**src/rtl/stopwatch_pkg.sv**
```systemverilog
// Shared definitions for the lap stopwatch: FSM state type, the active-low
// seven-segment lookup table and the code shown for a zero digit.
package stopwatch_pkg;

    typedef enum logic [1:0] {
        ST_IDLE  = 2'd0,
        ST_RUN   = 2'd1,
        ST_PAUSE = 2'd2
    } sw_state_e;

    // Segment order is {g,f,e,d,c,b,a}; a lit segment is driven low.
    localparam logic [6:0] SEG_ZERO  = 7'b1000000;
    localparam logic [6:0] SEG_BLANK = 7'b1111111;

    // Entry n occupies bits [7n+6:7n]; digit 0 sits in the low bits.
    localparam logic [69:0] SEG_TABLE = {
        7'b0010000,   // 9
        7'b0000000,   // 8
        7'b1111000,   // 7
        7'b0000010,   // 6
        7'b0010010,   // 5
        7'b0011001,   // 4
        7'b0110000,   // 3
        7'b0100100,   // 2
        7'b1111001,   // 1
        SEG_ZERO      // 0
    };

    // Non-BCD codes cannot occur in the counter, but blank them defensively.
    function automatic logic [6:0] seg_encode(input logic [3:0] d);
        logic [6:0] idx;
        idx = 7'(d) * 7'd7;
        if (d > 4'd9) begin
            return SEG_BLANK;
        end
        return SEG_TABLE[idx +: 7];
    endfunction

endpackage

```
**src/rtl/lap_stopwatch_key_edge.sv**
```systemverilog
// key_edge: two-flop synchroniser for an active-low push button, optional
// debounce filter (compiled in with LAP_STOPWATCH_DEBOUNCE_EN), and a
// one-cycle press pulse on the falling edge of the filtered level.
module key_edge #(
    parameter int DEBOUNCE_CYCLES = 500000
) (
    input  logic clk,
    input  logic rst_n,
    input  logic key_n_i,
    output logic press_o
);

    if (DEBOUNCE_CYCLES < 1) begin : g_bad_debounce
        $error("key_edge: DEBOUNCE_CYCLES must be at least 1");
    end

    logic sync1_q;
    logic sync2_q;
    logic level;
    logic prev_q;

    // Bring the raw button into the clock domain; idle level is released (1).
    always_ff @(posedge clk or negedge rst_n) begin
        if (!rst_n) begin
            sync1_q <= 1'b1;
            sync2_q <= 1'b1;
        end else begin
            sync1_q <= key_n_i;
            sync2_q <= sync1_q;
        end
    end

`ifdef LAP_STOPWATCH_DEBOUNCE_EN
    localparam int DB_W = $clog2(DEBOUNCE_CYCLES + 1);

    logic [DB_W-1:0] db_cnt_q;
    logic [DB_W-1:0] db_cnt_d;
    logic            stable_q;
    logic            stable_d;

    // Accept a new level only after it has persisted for the full window.
    always_comb begin
        db_cnt_d = db_cnt_q;
        stable_d = stable_q;
        if (sync2_q == stable_q) begin
            db_cnt_d = '0;
        end else if (db_cnt_q == DB_W'(DEBOUNCE_CYCLES - 1)) begin
            stable_d = sync2_q;
            db_cnt_d = '0;
        end else begin
            db_cnt_d = db_cnt_q + DB_W'(1);
        end
    end

    // Debounce counter and filtered level.
    always_ff @(posedge clk or negedge rst_n) begin
        if (!rst_n) begin
            db_cnt_q <= '0;
            stable_q <= 1'b1;
        end else begin
            db_cnt_q <= db_cnt_d;
            stable_q <= stable_d;
        end
    end

    assign level = stable_q;
`else
    assign level = sync2_q;
`endif

    // Remember the previous level so a 1->0 transition yields one pulse.
    always_ff @(posedge clk or negedge rst_n) begin
        if (!rst_n) begin
            prev_q <= 1'b1;
        end else begin
            prev_q <= level;
        end
    end

    assign press_o = prev_q & ~level;

endmodule

```
**src/rtl/lap_stopwatch.sv**
```systemverilog
// lap_stopwatch: BCD stopwatch with IDLE/RUN/PAUSE control, lap memory and
// registered seven-segment outputs. Defining LAP_STOPWATCH_DEBOUNCE_EN adds a
// debounce filter to every key.
module lap_stopwatch
    import stopwatch_pkg::*;
#(
    parameter int TICK_CYCLES     = 5000000,
    parameter int DIGITS          = 3,
    parameter int LAPS            = 4,
    parameter int DEBOUNCE_CYCLES = 500000
) (
    input  logic                clk,
    input  logic                rst_n,
    input  logic                key_clear_n,
    input  logic                key_start_n,
    input  logic                key_lap_n,
    output logic [7*DIGITS-1:0] hex_live,
    output logic [7*DIGITS-1:0] hex_lap,
    output logic [3:0]          lap_idx,
    output logic [4:0]          lap_cnt,
    output logic                running,
    output logic                lap_full,
    output logic                wrapped
);

    localparam int CW      = 4 * DIGITS;
    localparam int PRESC_W = (TICK_CYCLES > 1) ? $clog2(TICK_CYCLES) : 1;
    localparam int LAP_AW  = (LAPS > 1) ? $clog2(LAPS) : 1;

    // Key order: 0 clear, 1 start, 2 lap.
    logic [2:0] key_n;
    logic [2:0] press;
    logic       clear_press;
    logic       start_press;
    logic       lap_press;

    assign key_n = {key_lap_n, key_start_n, key_clear_n};

    for (genvar gi = 0; gi < 3; gi++) begin : g_key
        key_edge #(
            .DEBOUNCE_CYCLES(DEBOUNCE_CYCLES)
        ) u_key_edge (
            .clk    (clk),
            .rst_n  (rst_n),
            .key_n_i(key_n[gi]),
            .press_o(press[gi])
        );
    end

    assign clear_press = press[0];
    assign start_press = press[1];
    assign lap_press   = press[2];

    sw_state_e            state_q;
    sw_state_e            state_d;
    logic [PRESC_W-1:0]   presc_q;
    logic [PRESC_W-1:0]   presc_d;
    logic [CW-1:0]        count_q;
    logic [CW-1:0]        count_d;
    logic [CW-1:0]        count_inc;
    logic [DIGITS:0]      carry;
    logic [4:0]           lap_cnt_q;
    logic [4:0]           lap_cnt_d;
    logic [3:0]           lap_idx_q;
    logic [3:0]           lap_idx_d;
    logic                 wrapped_q;
    logic                 wrapped_d;
    logic                 lap_store;
    logic                 tick;
    logic [7*DIGITS-1:0]  hex_live_q;
    logic [7*DIGITS-1:0]  hex_live_d;
    logic [7*DIGITS-1:0]  hex_lap_q;
    logic [7*DIGITS-1:0]  hex_lap_d;
    logic [7*DIGITS-1:0]  lap_seg;
    logic [CW-1:0]        lap_rd;
    logic [CW-1:0]        lap_mem [0:LAPS-1];

    // FSM state register.
    always_ff @(posedge clk or negedge rst_n) begin
        if (!rst_n) begin
            state_q <= ST_IDLE;
        end else begin
            state_q <= state_d;
        end
    end

    // FSM next state: clear overrides start.
    always_comb begin
        state_d = state_q;
        if (clear_press) begin
            state_d = ST_IDLE;
        end else if (start_press) begin
            case (state_q)
                ST_IDLE:  state_d = ST_RUN;
                ST_RUN:   state_d = ST_PAUSE;
                ST_PAUSE: state_d = ST_RUN;
                default:  state_d = ST_IDLE;
            endcase
        end
    end

    // FSM outputs.
    always_comb begin
        running = (state_q == ST_RUN);
    end

    assign tick     = running && (presc_q == PRESC_W'(TICK_CYCLES - 1));
    assign lap_full = (lap_cnt_q == 5'(LAPS));

    // BCD increment ripples within one cycle; carry[DIGITS] marks all-9s wrap.
    assign carry[0] = tick;
    for (genvar gi = 0; gi < DIGITS; gi++) begin : g_digit
        logic [3:0] digit;
        assign digit                  = count_q[gi*4 +: 4];
        assign carry[gi+1]            = carry[gi] && (digit == 4'd9);
        assign count_inc[gi*4 +: 4]   = !carry[gi]        ? digit :
                                        (digit == 4'd9)   ? 4'd0  : digit + 4'd1;
        assign hex_live_d[gi*7 +: 7]  = seg_encode(digit);
        assign lap_seg[gi*7 +: 7]     = seg_encode(lap_rd[gi*4 +: 4]);
    end

    assign lap_rd    = lap_mem[lap_idx_q[LAP_AW-1:0]];
    assign hex_lap_d = (lap_cnt_q == 5'd0) ? {DIGITS{SEG_ZERO}} : lap_seg;

    // Datapath next state: clear first, then timing, then the lap action
    // evaluated against the pre-transition state.
    always_comb begin
        presc_d   = presc_q;
        count_d   = count_q;
        lap_cnt_d = lap_cnt_q;
        lap_idx_d = lap_idx_q;
        wrapped_d = wrapped_q;
        lap_store = 1'b0;
        if (clear_press) begin
            presc_d   = '0;
            count_d   = '0;
            lap_cnt_d = '0;
            lap_idx_d = '0;
            wrapped_d = 1'b0;
        end else begin
            if (state_q == ST_RUN) begin
                presc_d = tick ? '0 : presc_q + PRESC_W'(1);
                count_d = count_inc;
                if (carry[DIGITS]) begin
                    wrapped_d = 1'b1;
                end
            end else if ((state_q == ST_IDLE) && start_press) begin
                presc_d = '0;
            end
            if (lap_press) begin
                if (state_q == ST_RUN) begin
                    if (!lap_full) begin
                        lap_store = 1'b1;
                        lap_cnt_d = lap_cnt_q + 5'd1;
                        lap_idx_d = lap_cnt_q[3:0];
                    end
                end else if (lap_cnt_q != 5'd0) begin
                    lap_idx_d = (({1'b0, lap_idx_q} + 5'd1) == lap_cnt_q) ? 4'd0
                                                                         : lap_idx_q + 4'd1;
                end
            end
        end
    end

    // Datapath and display registers.
    always_ff @(posedge clk or negedge rst_n) begin
        if (!rst_n) begin
            presc_q    <= '0;
            count_q    <= '0;
            lap_cnt_q  <= '0;
            lap_idx_q  <= '0;
            wrapped_q  <= 1'b0;
            hex_live_q <= {DIGITS{SEG_ZERO}};
            hex_lap_q  <= {DIGITS{SEG_ZERO}};
        end else begin
            presc_q    <= presc_d;
            count_q    <= count_d;
            lap_cnt_q  <= lap_cnt_d;
            lap_idx_q  <= lap_idx_d;
            wrapped_q  <= wrapped_d;
            hex_live_q <= hex_live_d;
            hex_lap_q  <= hex_lap_d;
        end
    end

    // Lap memory keeps its contents through reset; lap_cnt gates visibility.
    always_ff @(posedge clk) begin
        if (lap_store) begin
            lap_mem[lap_cnt_q[LAP_AW-1:0]] <= count_q;
        end
    end

    assign hex_live = hex_live_q;
    assign hex_lap  = hex_lap_q;
    assign lap_idx  = lap_idx_q;
    assign lap_cnt  = lap_cnt_q;
    assign wrapped  = wrapped_q;

endmodule

```
**config.mk**
```make
export PLATFORM = sky130hd
export DESIGN_NAME = lap_stopwatch
export DESIGN_NICKNAME = d
export VERILOG_FILES = /design/src/rtl/stopwatch_pkg.sv /design/src/rtl/lap_stopwatch_key_edge.sv /design/src/rtl/lap_stopwatch.sv
export SDC_FILE = /design/constraint.sdc
export NUM_CORES = 1
export LEC_CHECK = 0
export ABC_AREA = 0
export CAP_MARGIN = 10
export CORE_MARGIN = 5
export CORE_UTILIZATION = 35
export CTS_CLUSTER_SIZE = 12
export DETAILED_ROUTE_END_ITERATION = 7
export PLACE_DENSITY = 0.54
export SLEW_MARGIN = 20
export SYNTH_ARGS = -nofsm -noshare
export SYNTH_HDL_FRONTEND = slang
export SYNTH_SLANG_ARGS = --single-unit
```
**constraint.sdc**
```tcl
create_clock -name clk -period 7.2 [get_ports clk]
set_input_delay 2.16 -clock clk [delete_from_list [all_inputs] [get_ports clk]]
set_output_delay 2.16 -clock clk [all_outputs]
set_load 0.005 [all_outputs]
```
Yosys cells after proc, flatten, opt, wreduce, memory -nomap -nowiden

Memories as Yosys holds them, arrays and structs flattened.
Index checks and enable logic that the tools add are counted.

$mul: 6
Shift-type cells: 6
$add $sub $neg: 7
Mux-type cells: 53
Bitwise logic cells: 6
Equal/unequal tests: 10
Reduce and logical (&&, ||, !) cells: 24
Magnitude comparators: 6

Operators by type and width:

| cell                      | number |
|---|---|
| $shiftx A70 B8 Y7 const A | 6 |
| $mux W23                  | 4 |
| $mux W7                   | 12 |
| $mux W4                   | 12 |
| $mul A4 B3 Y7 const B     | 6 |
| $gt A4 B4 Y1 const B      | 6 |
| $mux W12                  | 2 |
| $add A23 B1 Y23 const B   | 1 |
| $eq A23 B23 Y1 const B    | 1 |
| $mux W21                  | 1 |
| $mux W5                   | 4 |
| $add A4 B1 Y4 const B     | 4 |
| $mux W1                   | 15 |
| $reduce_bool A2 Y1        | 7 |
| $eq A4 B4 Y1 const B      | 3 |
| $reduce_and A2 Y1         | 4 |
| $reduce_and A3 Y1         | 2 |
| $reduce_bool A3 Y1        | 2 |
| $add A4 B1 Y5 const B     | 1 |
| $add A5 B1 Y5 const B     | 1 |
| $eq A5 B3 Y1 const B      | 1 |
| $eq A5 B5 Y1              | 1 |
| $logic_and A1 B1 Y1       | 5 |
| $logic_not A5 Y1          | 1 |
| other kinds (11)          | 16 |

Register bits: 98
Logic and storage cells: 138
Output and inout port bits: 54
Memories: 1
Input bits: 5
RAM bits: 48

Memories:

| memory  | words | width | rd ports | clocked after Yosys merged registers in | write ports | line                | text |
|---|---|---|---|---|---|---|---|
| lap_mem | 4     | 12    | 1        | 0                                       | 1           | lap_stopwatch.sv:76 | `logic [CW-1:0] lap_mem [0:LAPS-1];` |

Longest topological paths before layout

Depth in word-level cells: 8
Mapped depth: 10
Mapped depth without buffers: 8

By module

A second synthesis with hierarchy kept.

Cells, all modules: 615
Area total of the unflattened synthesis: 7,034.2 um^2

Modules (own cells, without submodules):

| module        | seq. area each (um^2) | times used | cells each | area each (um^2) |
|---|---|---|---|---|
| lap_stopwatch | 3,676.0               | 1          | 603        | 6,756.5 |
| key_edge      | 78.8                  | 3          | 4          | 92.6 |

Worst setup path after synthesis

OpenSTA, ideal clock, no wires.

Path type: register to output
Start: register lap_cnt_q[0], in the netlist lap_cnt[0]
End: output port lap_full
Data required time: 5,040 ps
Path slack: 3,914 ps
Arrival: 1,126 ps
Path buffers: 0
Cell stages (with the launch flop): 4
Cell sequence: dfrtp_1 > inv_1 > ha_1 > nor4bb_1

Longest elaborated chain between the ends: 1

RTL lines:

| what                     | line                 | text |
|---|---|---|
| start: declaration       | lap_stopwatch.sv:62  | `logic [4:0] lap_cnt_q;` |
| start signal: assignment | lap_stopwatch.sv:178 | `lap_cnt_q <= lap_cnt_d;` |
| $eq A5 B3 Y1             | lap_stopwatch.sv:108 | `assign lap_full = (lap_cnt_q == 5'(LAPS));` |
| end: declaration         | lap_stopwatch.sv:22  | `output logic lap_full,` |

No other way between the ends.

Worst setup path in the final report

Same ends and word-level chain as after synthesis.

==> metrics.md <==
| Metric | Value |
|---|---|
| Flops & latches, synth | 146 |
| Max Freq | 228 MHz |
| Synth Area in Simple Gates | 14.5% |
| Global-route wire length before repair | 24.6 mm |
| Number of global-route vias before repair | 4663 |
| Logic gate share of total power | 25.1% |
| Placed cells | 916 |
| H-tree depth | 4 |
| Post-CTS setup buffer count | 0 |
| Mean instance size in the synthesized netlist | 11.4 sq um |
| Die Y | 152 microns |
| Post-Synth XOR/XNOR Area | 3.36% |
| DR WL/cell | 15.5 microns |
| Post-route insts no fill | 948 |
| Final setup TNS | 0 ns |
| Period utilisation layout | 61.0% |
| Post-synthesis net count | 660 |
| Worst hold path type | reg -> reg |
| Slew HR | 33.0% |
| Multiplexer share of the synthesized area | 4.87% |
| CTS Sinks | 146 |
| Most common flop cell mapped by yosys | dfrtp_1 |
| Layout cell share with drive strength beyond 1 | 11.1% |
| Die Footprint | 23100 sq um |
| GR Overflow Total | 0 |
| Ys async rst share | 67.1% |
| Clock Tree Root | clkbuf_16 |
| Layout net count | 711 |
| Net Sw Power | 0.000722 W |
| Crit path time final | 4.39 ns |
| CP required | 5.04 ns |
| Switching Fraction | 29.2% |
| Final wirelength | 14.7 mm |
| Worst-margin pin slew | 1.01 ns |
| CP endpoint kind | output port |
| Max cap viols | 0 |
| Status | completed |
| Hold Fails Final Rpt | 0 |
| Synth Area in Compound Gates | 12.4% |
| Clock Tree Buf Depth | 2 |
| CTS tree | done |
| Inserted Diodes | 0 |
| Syn Std Cell Area | 7040 sq um |
| Die width | 152 microns |
| 1st-iter DRT viols | 260 |
| Drc violations | 0 |
| Vias/cell | 5.05 |
| Max FO, Critical Path | 7 |
| Synthesized instance count | 619 |
| Global Route Usage Sum | 13.0% |
| Area delta synth->final | 20.3% |
| Fillers | 1887 |
| Dpl hpwl | 9.92 mm |
| PD cells | 292 nW/um^2 |
| RSZ-0062 raised after global routing | false |
| Reg clk slew, reported paths | 0.06 ns |
| Crit path DAT | 2.23 ns |
| Largest net degree at the start of global routing | 54 |
| Internal power | 0.00175 W |
| Initial core utilization | 35.8% |
| Pre-antenna DRT Iters | 4 |
| Startpoint class of the critical path | flip-flop |
| Clock power share | 35.7% |
| Worst vdd ir | 0.161 mV |
| Vias | 4791 |
| Initial antenna violation count | 0 |
| Total number of yosys warnings | 0 |
| Worst-Skew Late Latency | 0.42 ns |
| Post-CTS sizing | 0 |
| Core area | 19700 sq um |
| DRT antenna net count | 0 |
| Post-Synth Adder-Cell Area | 6.40% |
| I/O Buffers | 58 |
| Gp weighted congestion | 0.817 |
| Row count | 51 |
| Cts hold-fix bufs | 0 |
| Number of flops mapped to enable cells by yosys | 48 |
| WS Path Type | reg -> out |
| Number of library cell types mapped by synthesis | 60 |
| Sequential Power Share | 39.2% |
| Setup Skew | 0.00802 ns |
| TritonCTS Buffers | 17 |
| Count of final setup violators | 0 |
| Ports | 59 |
| Count of final max-slew check failures | 0 |
| Share of the yosys chip area belonging to registers | 55.6% |
| Largest family of logic cells by synthesized area | simple AND/OR/NAND/NOR gates |
| Lkg Pwr | 3.43 nW |
worst paths after layout:
kind                                                       start                             endpoint  slack, ns  depth (start not counted)
setup / recovery                          lap_cnt[0]$_DFFE_PN0P_                             lap_full       2.81                          4
hold / removal             g_key[1].u_key_edge.sync1_q$_DFF_PN1_  g_key[1].u_key_edge.level$_DFF_PN1_       0.36                          0
setup reg to reg                          lap_cnt[0]$_DFFE_PN0P_              lap_mem[3][2]$_DFFE_PP_       4.28                          5
hold reg to reg            g_key[1].u_key_edge.sync1_q$_DFF_PN1_  g_key[1].u_key_edge.level$_DFF_PN1_       0.36                          0
max in group asynchronous                                  rst_n              presc_q[12]$_DFFE_PN0P_       4.39                          2
min in group asynchronous                                  rst_n               hex_live[14]$_DFF_PN0_       1.73                          1
through the flow:
step / util, % / hold slack [ns] / setup slack, ns / area (sq um) / power, W
2_1_floorplan: - / 0.345 / 3.91 / 7040 / 0.00139
3_3_place_gp: 40.0 / 0.346 / 3.29 / 7870 / 0.00160
3_5_place_dp: 40.0 / 0.347 / 3.25 / 7870 / 0.00161
4_1_cts: 43.1 / 0.357 / 2.79 / 8470 / 0.00250
5_1_grt: 43.1 / 0.363 / 2.64 / 8470 / 0.00262
6_report: 43.1 / 0.356 / 2.81 / 8470 / 0.00248
per-layer routing:
metal / share of wire [%] / GRT usage, %
met1: 47 / 17.0
met2: 48 / 21.0
met3: 3.8 / 3.27
met4: 1.3 / 4.79
met5: 0 / 0
critical path, cell delays in order, from the launching register on:
cell	delay (ns)
dfrtp_1	0.47
inv_1	0.15
ha_1	0.22
nor4bb_1	0.41
clkdlybuf4s50_1	0.58
cells in the final DEF, fill, tap and decap left out, types with 4 or more instances in the layout:
| master | count |
|---|---|
| edfxtp_1 | 48 |
| nand2_1 | 43 |
| clkdlybuf4s50_1 | 57 |
| mux4_2 | 11 |
| xnor2_1 | 22 |
| and2_1 | 5 |
| a211oi_1 | 11 |
| mux2i_1 | 5 |
| o21ai_0 | 35 |
| xor2_1 | 5 |
| a221oi_1 | 7 |
| nand2b_1 | 10 |
| nand3b_1 | 7 |
| a21oi_1 | 36 |
| and3_1 | 7 |
| a31oi_1 | 6 |
| mux2_2 | 4 |
| nand3_1 | 18 |
| dfrtp_1 | 83 |
| nor2_1 | 65 |
| ha_1 | 36 |
| nor3_1 | 7 |
| inv_1 | 24 |
| a21o_1 | 8 |
| buf_4 | 4 |
| dfstp_2 | 15 |
| clkbuf_16 | 19 |
| a2111oi_0 | 8 |
| nand4_1 | 8 |
| nor2b_1 | 7 |
sequential cells by signal (all words and copies together) (netlist names):
signal and flops:
presc_q 23, lap_mem 48, hex_live 21, g_key.u_key_edge.level 3, g_key.u_key_edge.prev_q 3, wrapped 1
g_key.u_key_edge.sync1_q 3, lap_cnt 5, lap_idx 4, state_q 2, count_q 12, hex_lap 21
synthesized netlist by cell type (all sizes together) (8+ instances only):
library cell  count  area [sq um]
dfrtp            83          2080
nor2             66           250
edfxtp           48          1440
nand2            43           161
o21ai            37           185
a21oi            36           180
ha               36           450
inv              25          93.8
clkbuf           24          90.1
xnor2            22           193
nand3            18          90.1
dfstp            15           394
a211oi           11          82.6
mux4             11           248
nand2b           10          62.6
a2111oi           8          70.1
a21o              8          60.1
nand4             8          50.1
nor2b             8          50.1
nor3              8          51.3
cells by family after synthesis:
logic type | Yosys count
AO/OA/AOI/OAI | 137
XOR/XNOR | 27
adder cells (fa/ha/maj) | 36
buffers and inverters | 54
flip-flops | 146
multiplexers | 20
AND/OR/NAND/NOR | 199
power by group through the flow:
stage	clock network, W	registers [W]	logic [W]
finish	0.000883	0.000971	0.000621
global placement	0	0.000984	0.000612
CTS	0.000904	0.000972	0.000626
floorplan	0	0.000970	0.000418
detailed placement	0	0.000987	0.000622
global route	0.000946	0.000980	0.000694
cell type report:
cell class / count / area [sq um] / area share [%]
sequential: 146 / 3910 / 46.2
multi-input combinational: 419 / 2930 / 34.6
timing repair buffer: 61 / 601 / 7.09
clock buffer: 25 / 532 / 6.28
tap: 265 / 332 / 3.91
inverter: 25 / 93.8 / 1.11
clock inverter: 7 / 68.8 / 0.812
(Power assumes the default switching activity.)
